<file path="src/rtl/optic_pkg.sv">
// optic_pkg: constants and types shared by the optic link TX and RX sides.
//   Frame layout (MSB first): header, 8 payload bytes, CRC[15:8], CRC[7:0], tail.
//   crc16_step: one MSB-first bit step of CRC-16/CCITT (poly 0x1021).
package optic_pkg;

    localparam logic [7:0]  OPTIC_HDR    = 8'h01;
    localparam logic [7:0]  OPTIC_TAIL   = 8'hFF;
    localparam logic [15:0] CRC16_POLY   = 16'h1021;
    localparam logic [15:0] CRC16_INIT   = 16'hFFFF;

    localparam int PAYLOAD_BITS = 64;
    localparam int CRC_BITS     = 16;
    localparam int TAIL_BITS    = 8;

    localparam logic [5:0] PAYLOAD_LAST = 6'(PAYLOAD_BITS - 1);
    localparam logic [5:0] CRC_LAST     = 6'(CRC_BITS - 1);
    localparam logic [5:0] TAIL_LAST    = 6'(TAIL_BITS - 1);

    typedef enum logic [2:0] {
        HUNT    = 3'd0,
        PAYLOAD = 3'd1,
        CRC     = 3'd2,
        TAIL    = 3'd3,
        CHECK   = 3'd4
    } optic_state_e;

    function automatic logic [15:0] crc16_step(input logic [15:0] crc_in, input logic din);
        logic fb;
        fb = crc_in[15] ^ din;
        return {crc_in[14:0], 1'b0} ^ (fb ? CRC16_POLY : 16'h0000);
    endfunction

endpackage

</file>
<file path="src/rtl/crc16_serial.sv">
// crc16_serial: bit-serial CRC-16/CCITT engine, one bit per clock, MSB first.
//   clk  : clock
//   init : load CRC16_INIT (has priority over en)
//   en   : advance the CRC by one bit using din
//   din  : serial data bit
//   crc  : current CRC register
module crc16_serial
    import optic_pkg::*;
(
    input  logic        clk,
    input  logic        init,
    input  logic        en,
    input  logic        din,
    output logic [15:0] crc
);

    logic [15:0] crc_q;
    logic [15:0] crc_d;

    always_comb begin
        crc_d = crc_q;
        if (init) begin
            crc_d = CRC16_INIT;
        end else if (en) begin
            crc_d = crc16_step(crc_q, din);
        end
    end

    always_ff @(posedge clk) begin
        crc_q <= crc_d;
    end

    assign crc = crc_q;

endmodule

</file>
<file path="src/rtl/optic_rx.sv">
// optic_rx: serial optic frame receiver.
//   Samples phy_rxd once per clk_tx through a 2-FF synchronizer, hunts for the
//   header byte, collects payload/CRC/tail and checks them, and monitors the
//   idle line for stuck runs.
// Ports:
//   clk_tx       : bit clock
//   reset        : synchronous, active-high
//   phy_rxd      : serial receive line
//   rx_data      : last good 64-bit payload (first byte in [63:56])
//   rx_valid     : one-cycle pulse, good frame
//   rx_crc_err   : one-cycle pulse, CRC mismatch
//   rx_tail_err  : one-cycle pulse, bad tail with good CRC
//   link_fault   : level, line stuck while hunting
//   rx_frame_cnt : good frame count, wraps
//   rx_err_cnt   : CRC + tail error count, saturates
//
// state   | meaning
// HUNT    | shift line into 8-bit window, wait for header, watch run length
// PAYLOAD | 64 payload bits, CRC engine running
// CRC     | 16 received CRC bits
// TAIL    | 8 tail bits
// CHECK   | one cycle: compare CRC/tail, emit pulse; current bit enters window
module optic_rx
    import optic_pkg::*;
#(
    parameter int RUN_LIMIT = 32
) (
    input  logic        clk_tx,
    input  logic        reset,
    input  logic        phy_rxd,
    output logic [63:0] rx_data,
    output logic        rx_valid,
    output logic        rx_crc_err,
    output logic        rx_tail_err,
    output logic        link_fault,
    output logic [15:0] rx_frame_cnt,
    output logic [15:0] rx_err_cnt
);

    localparam logic [5:0] RUN_CNT_LIMIT = 6'(RUN_LIMIT);

    optic_state_e state_q, state_d;
    logic         sync1_q, sync1_d;
    logic         s_q, s_d;
    logic         s_prev_q, s_prev_d;
    logic [7:0]   window_q, window_d;
    logic [5:0]   cnt_q, cnt_d;
    logic [63:0]  payload_q, payload_d;
    logic [15:0]  crc_rx_q, crc_rx_d;
    logic [7:0]   tail_rx_q, tail_rx_d;
    logic [5:0]   run_q, run_d;
    logic         fault_q, fault_d;
    logic [63:0]  data_q, data_d;
    logic         valid_q, valid_d;
    logic         crc_err_q, crc_err_d;
    logic         tail_err_q, tail_err_d;
    logic [15:0]  frame_cnt_q, frame_cnt_d;
    logic [15:0]  err_cnt_q, err_cnt_d;

    logic         crc_init;
    logic         crc_en;
    logic [15:0]  crc_calc;
    logic [7:0]   window_shift;

    crc16_serial u_crc (
        .clk  (clk_tx),
        .init (reset | crc_init),
        .en   (crc_en),
        .din  (s_q),
        .crc  (crc_calc)
    );

    always_comb begin
        state_d      = state_q;
        sync1_d      = phy_rxd;
        s_d          = sync1_q;
        s_prev_d     = s_q;
        window_d     = window_q;
        cnt_d        = cnt_q;
        payload_d    = payload_q;
        crc_rx_d     = crc_rx_q;
        tail_rx_d    = tail_rx_q;
        run_d        = 6'd0;
        fault_d      = fault_q;
        data_d       = data_q;
        valid_d      = 1'b0;
        crc_err_d    = 1'b0;
        tail_err_d   = 1'b0;
        frame_cnt_d  = frame_cnt_q;
        err_cnt_d    = err_cnt_q;
        crc_init     = 1'b0;
        crc_en       = 1'b0;
        window_shift = {window_q[6:0], s_q};

        case (state_q)
            HUNT: begin
                window_d = window_shift;
                if (s_q == s_prev_q) begin
                    run_d = (run_q == 6'h3F) ? run_q : run_q + 6'd1;
                end else begin
                    run_d = 6'd0;
                end
                if (run_d == 6'd0) begin
                    fault_d = 1'b0;
                end else if (run_d >= RUN_CNT_LIMIT) begin
                    fault_d = 1'b1;
                end
                // Compare the window including this cycle's bit so the first
                // payload bit is captured in the very next cycle.
                if (window_shift == OPTIC_HDR) begin
                    state_d  = PAYLOAD;
                    cnt_d    = 6'd0;
                    crc_init = 1'b1;
                end
            end
            PAYLOAD: begin
                payload_d = {payload_q[62:0], s_q};
                crc_en    = 1'b1;
                cnt_d     = cnt_q + 6'd1;
                if (cnt_q == PAYLOAD_LAST) begin
                    state_d = CRC;
                    cnt_d   = 6'd0;
                end
            end
            CRC: begin
                crc_rx_d = {crc_rx_q[14:0], s_q};
                cnt_d    = cnt_q + 6'd1;
                if (cnt_q == CRC_LAST) begin
                    state_d = TAIL;
                    cnt_d   = 6'd0;
                end
            end
            TAIL: begin
                tail_rx_d = {tail_rx_q[6:0], s_q};
                cnt_d     = cnt_q + 6'd1;
                if (cnt_q == TAIL_LAST) begin
                    state_d = CHECK;
                    cnt_d   = 6'd0;
                end
            end
            CHECK: begin
                if (crc_calc != crc_rx_q) begin
                    crc_err_d = 1'b1;
                end else if (tail_rx_q != OPTIC_TAIL) begin
                    tail_err_d = 1'b1;
                end else begin
                    valid_d     = 1'b1;
                    data_d      = payload_q;
                    frame_cnt_d = frame_cnt_q + 16'd1;
                end
                if ((crc_calc != crc_rx_q) || (tail_rx_q != OPTIC_TAIL)) begin
                    if (err_cnt_q != 16'hFFFF) begin
                        err_cnt_d = err_cnt_q + 16'd1;
                    end
                end
                // Reload the window, but keep the bit arriving now: it may be
                // the first header bit of a back-to-back frame.
                window_d = {7'h7F, s_q};
                state_d  = HUNT;
            end
            default: begin
                state_d  = HUNT;
                window_d = 8'hFF;
            end
        endcase
    end

    always_ff @(posedge clk_tx) begin
        if (reset) begin
            state_q     <= HUNT;
            sync1_q     <= 1'b0;
            s_q         <= 1'b0;
            s_prev_q    <= 1'b0;
            window_q    <= 8'hFF;
            cnt_q       <= 6'd0;
            payload_q   <= 64'd0;
            crc_rx_q    <= 16'd0;
            tail_rx_q   <= 8'd0;
            run_q       <= 6'd0;
            fault_q     <= 1'b0;
            data_q      <= 64'd0;
            valid_q     <= 1'b0;
            crc_err_q   <= 1'b0;
            tail_err_q  <= 1'b0;
            frame_cnt_q <= 16'd0;
            err_cnt_q   <= 16'd0;
        end else begin
            state_q     <= state_d;
            sync1_q     <= sync1_d;
            s_q         <= s_d;
            s_prev_q    <= s_prev_d;
            window_q    <= window_d;
            cnt_q       <= cnt_d;
            payload_q   <= payload_d;
            crc_rx_q    <= crc_rx_d;
            tail_rx_q   <= tail_rx_d;
            run_q       <= run_d;
            fault_q     <= fault_d;
            data_q      <= data_d;
            valid_q     <= valid_d;
            crc_err_q   <= crc_err_d;
            tail_err_q  <= tail_err_d;
            frame_cnt_q <= frame_cnt_d;
            err_cnt_q   <= err_cnt_d;
        end
    end

    assign rx_data      = data_q;
    assign rx_valid     = valid_q;
    assign rx_crc_err   = crc_err_q;
    assign rx_tail_err  = tail_err_q;
    assign link_fault   = fault_q;
    assign rx_frame_cnt = frame_cnt_q;
    assign rx_err_cnt   = err_cnt_q;

endmodule

</file>
<file path="config.mk">
export PLATFORM = sky130hd
export DESIGN_NAME = optic_rx
export DESIGN_NICKNAME = d
export VERILOG_FILES = /design/src/rtl/optic_pkg.sv /design/src/rtl/crc16_serial.sv /design/src/rtl/optic_rx.sv
export SDC_FILE = /design/constraint.sdc
export NUM_CORES = 1
export LEC_CHECK = 0
export BUFFER_PORTS_ARGS = -buffer_cell sky130_fd_sc_hd__buf_2
export CAP_MARGIN = 40
export CORE_MARGIN = 2
export CORE_UTILIZATION = 50
export CTS_BUF_LIST = sky130_fd_sc_hd__clkbuf_8
export DETAILED_ROUTE_END_ITERATION = 12
export HOLD_SLACK_MARGIN = 0.03
export PLACE_DENSITY = 0.67
export SYNTH_ARGS = -nofsm -noshare
export SYNTH_HDL_FRONTEND = slang
export SYNTH_SLANG_ARGS = --single-unit
</file>
<file path="constraint.sdc">
create_clock -name clk_tx -period 2.8 [get_ports clk_tx]
set_input_delay 0.42 -clock clk_tx [delete_from_list [all_inputs] [get_ports clk_tx]]
set_output_delay 0.42 -clock clk_tx [all_outputs]
set_load 0.005 [all_outputs]
</file>
==> impl_metrics.py <==
metrics = {
    "outcome": {
        "status": "complete, no violations",
    },
    "clock_tree": {
        "clock_latency_ps": 520,
        "cts_buffers": 38,
        "cts_tree": "yes",
        "root_buffer": "clkbuf_8",
        "h-tree-depth": 2,
        "clock_path_buffers": 3,
        "cts_hold_buf": 0,
        "cts_setup_buffers": 0,
        "ctsResizeCount": 0,
        "clk_pin_slew_ps": 60,
        "numClockSinks": 229,
    },
    "synthesis": {
        "ys_async_sr_fraction": 0,
        "ys.flop_type": "dfxtp_1",
        "yosysTopAreaCell": "dfxtp_1",
        "synth.most_common_cell": "nand2_1",
        "ys_top_cells_by_area": "dfxtp_1 52%, nand2_1 15%, a21oi_1 9.4%, nand3_1 2.4%, clkbuf_1 2.3%",
        "yosysSeqAreaShare": 0.519,
        "synth_area_sq_um": 8840,
        "ys_ff_latch": 229,
        "avgSynthCellArea_sq_um": 8.11,
        "syn-num-nets": 1097,
        "netlist_instances": 1090,
        "synth-edff-count": 0,
        "netlist.area_leader.share": 0.519,
        "synth_cell_type_count": 57,
        "synth_commonest_cells": "354 x nand2_1, 229 x dfxtp_1, 166 x a21oi_1",
        "yosysWarnings": 0,
    },
    "global_route": {
        "antenna_found_initial": 0,
        "grt_overflow": 0,
        "grt_max_degree": 119,
        "grt.total_usage": 0.208,
        "grt_pass1_vias": 6697,
        "grt_pass1_wl_mm": 32.2,
    },
    "route": {
        "wl_mm": 19.5,
        "drc": 0,
        "drt-pass1-iter-count": 5,
        "avgViaCountPerCell": 5.28,
        "vias": 7533,
        "drt_iter0_drc": 460,
        "postRouteAntennaNets": 0,
        "wire_per_inst_um": 13.7,
    },
    "power": {
        "combPwrFrac": 0.068,
        "swShare": 0.245,
        "clock_power_share": 0.436,
        "p_switching_mw": 1.68,
        "vdd_drop_max_mv": 0.344,
        "power_density_nw_per_um2": 665,
        "p_int_mw": 5.16,
        "pwr-share-seq": 0.497,
        "p_leak_nw": 3.96,
    },
    "finish": {
        "nets": 1182,
        "drive_above_1_share": 0.160,
        "regArea_sq_um": 4580,
        "fillers": 1631,
        "diodes": 0,
        "multiInputGateArea_sq_um": 3950,
        "syn2layout_area_growth_pct": 16.3,
        "fin_util": 0.594,
    },
    "worst_setup_path": {
        "path_class": "reg -> reg",
        "start_kind": "flop",
        "required_ps": 3270,
        "endpoint_kind": "flop",
        "slowest_stage": "buf_4",
        "slowest_delay_ps": 390,
        "cp.arrival_ps": 2840,
        "cp_max_fo": 31,
        "crit_chain": "xor2_1, nor4_2, and4_1, nand3_2, buf_4, nor3_1, o21a_1",
    },
    "timing": {
        "worst_pin_slew_ps": 879,
        "period_share": 0.847,
        "drv_slew": 0,
        "rsz0062_at_grt": "false",
        "tns_ps": 0,
        "period_needed_ps": 2370,
        "relSlewSlack": 0.409,
        "setup-violations-final": 0,
        "clock_skew_ps": 21.8,
        "finalHoldViolCount": 0,
        "timing.fmax_ghz": 0.422,
    },
    "die": {
        "fp.dieH_um": 137,
        "initial_core_util": 0.511,
        "coreArea_sq_um": 17300,
        "dieArea_sq_um": 18800,
        "die_w_um": 137,
        "ioPinCount": 103,
        "num_rows": 48,
    },
    "placement": {
        "place_congestion": 0.796,
        "port_buffers": 102,
        "dp_hpwl_mm": 11.9,
    },
    "min_path": {
        "hold_path.class": "in -> reg",
    },
    "run": {
        "maxCapViolations": 0,
    },
}
==> worst max-delay path: cells and delay by family, from the launching register on <==
family | cells | cell delay (ps)
and+or+nand+nor | 4 | 1290
DFF | 1 | 340
AOI/OAI and AO/OA | 1 | 130
buffers and inverters | 1 | 390
xor gates and xnor gates | 1 | 170
==> cell type report <==
class                           count  area share
Sequential cell                   229       0.446
Multi-Input combinational cell    787       0.384
Clock buffer                       50      0.0670
Timing Repair Buffer              115      0.0634
Tap cell                          225      0.0274
Clock inverter                     18      0.0101
Inverter                            4     0.00146
==> path summary, 6_finish.rpt <==
path	start	to	slack, ps	depth (start not counted)
max	u_crc.crc[0]	rx_frame_cnt[11]	430	7
min	phy_rxd	s_d	130	2
max reg2reg	u_crc.crc[0]	rx_frame_cnt[11]	430	7
min reg2reg	s_d	s_prev_d	440	1
==> cells in the final DEF, fill, tap and decap left out, drive strengths merged, types with 5 or more instances in the layout <==
| cell type | n |
|---|---|
| a21oi | 166 |
| and2 | 7 |
| and3 | 10 |
| buf | 115 |
| clkbuf | 50 |
| clkinv | 6 |
| dfxtp | 229 |
| inv | 14 |
| mux2i | 12 |
| nand2 | 354 |
| nand3 | 44 |
| nand4 | 9 |
| nor2 | 39 |
| nor2b | 5 |
| nor3 | 11 |
| nor4 | 11 |
| o21a | 5 |
| o21ai | 18 |
| or3 | 15 |
| xnor2 | 10 |
| xor2 | 20 |
==> metrics by stage <==
step	setup slack [ps]	area [sq um]	instances	power, mW	hold slack (ps)
global placement	482	9480	1360	3.93	418
detailed placement	403	9480	1360	3.93	428
floorplan	933	8840	1090	3.81	414
finish	428	10300	1428	6.84	131
CTS	399	10300	1428	6.91	110
global route	264	10300	1428	7.14	125
==> routing by layer <==
| layer | up-vias | GRT usage | share of wire |
|---|---|---|---|
| met5 | - | 0 | 0 |
| met4 | 0 | 0.0727 | 0.020 |
| met3 | 33 | 0.0463 | 0.060 |
| met2 | 169 | 0.315 | 0.44 |
| met1 | 3496 | 0.291 | 0.48 |
| li1 | 3835 | - | - |
==> power by group through the flow <==
stage	Clock (mW)	Combinational (mW)	Sequential, mW
floorplan	0	0.361	3.45
global route	3.22	0.515	3.40
detailed placement	0	0.463	3.47
CTS	3.05	0.465	3.39
finish	2.98	0.462	3.40
global placement	0	0.466	3.46
==> kinds of logic after synthesis <==
logic type      synth area share
xor+xnor                  0.0297
fa+ha+maj                0.00566
buf+inv                   0.0354
flops                      0.519
mux                       0.0161
compound gates             0.131
simple gates               0.264
==> registers in the layout, indices dropped and copies added, names as in the netlist, 3 cells and up <==
name / count
rx_data: 64
payload_q: 64
window_q: 7
state_q: 3
crc_rx_q: 16
run_q: 6
tail_rx_q: 8
rx_err_cnt: 16
cnt_q: 6
u_crc.crc: 16
rx_frame_cnt: 16
Note: power is estimated with default switching activity, not from simulation.
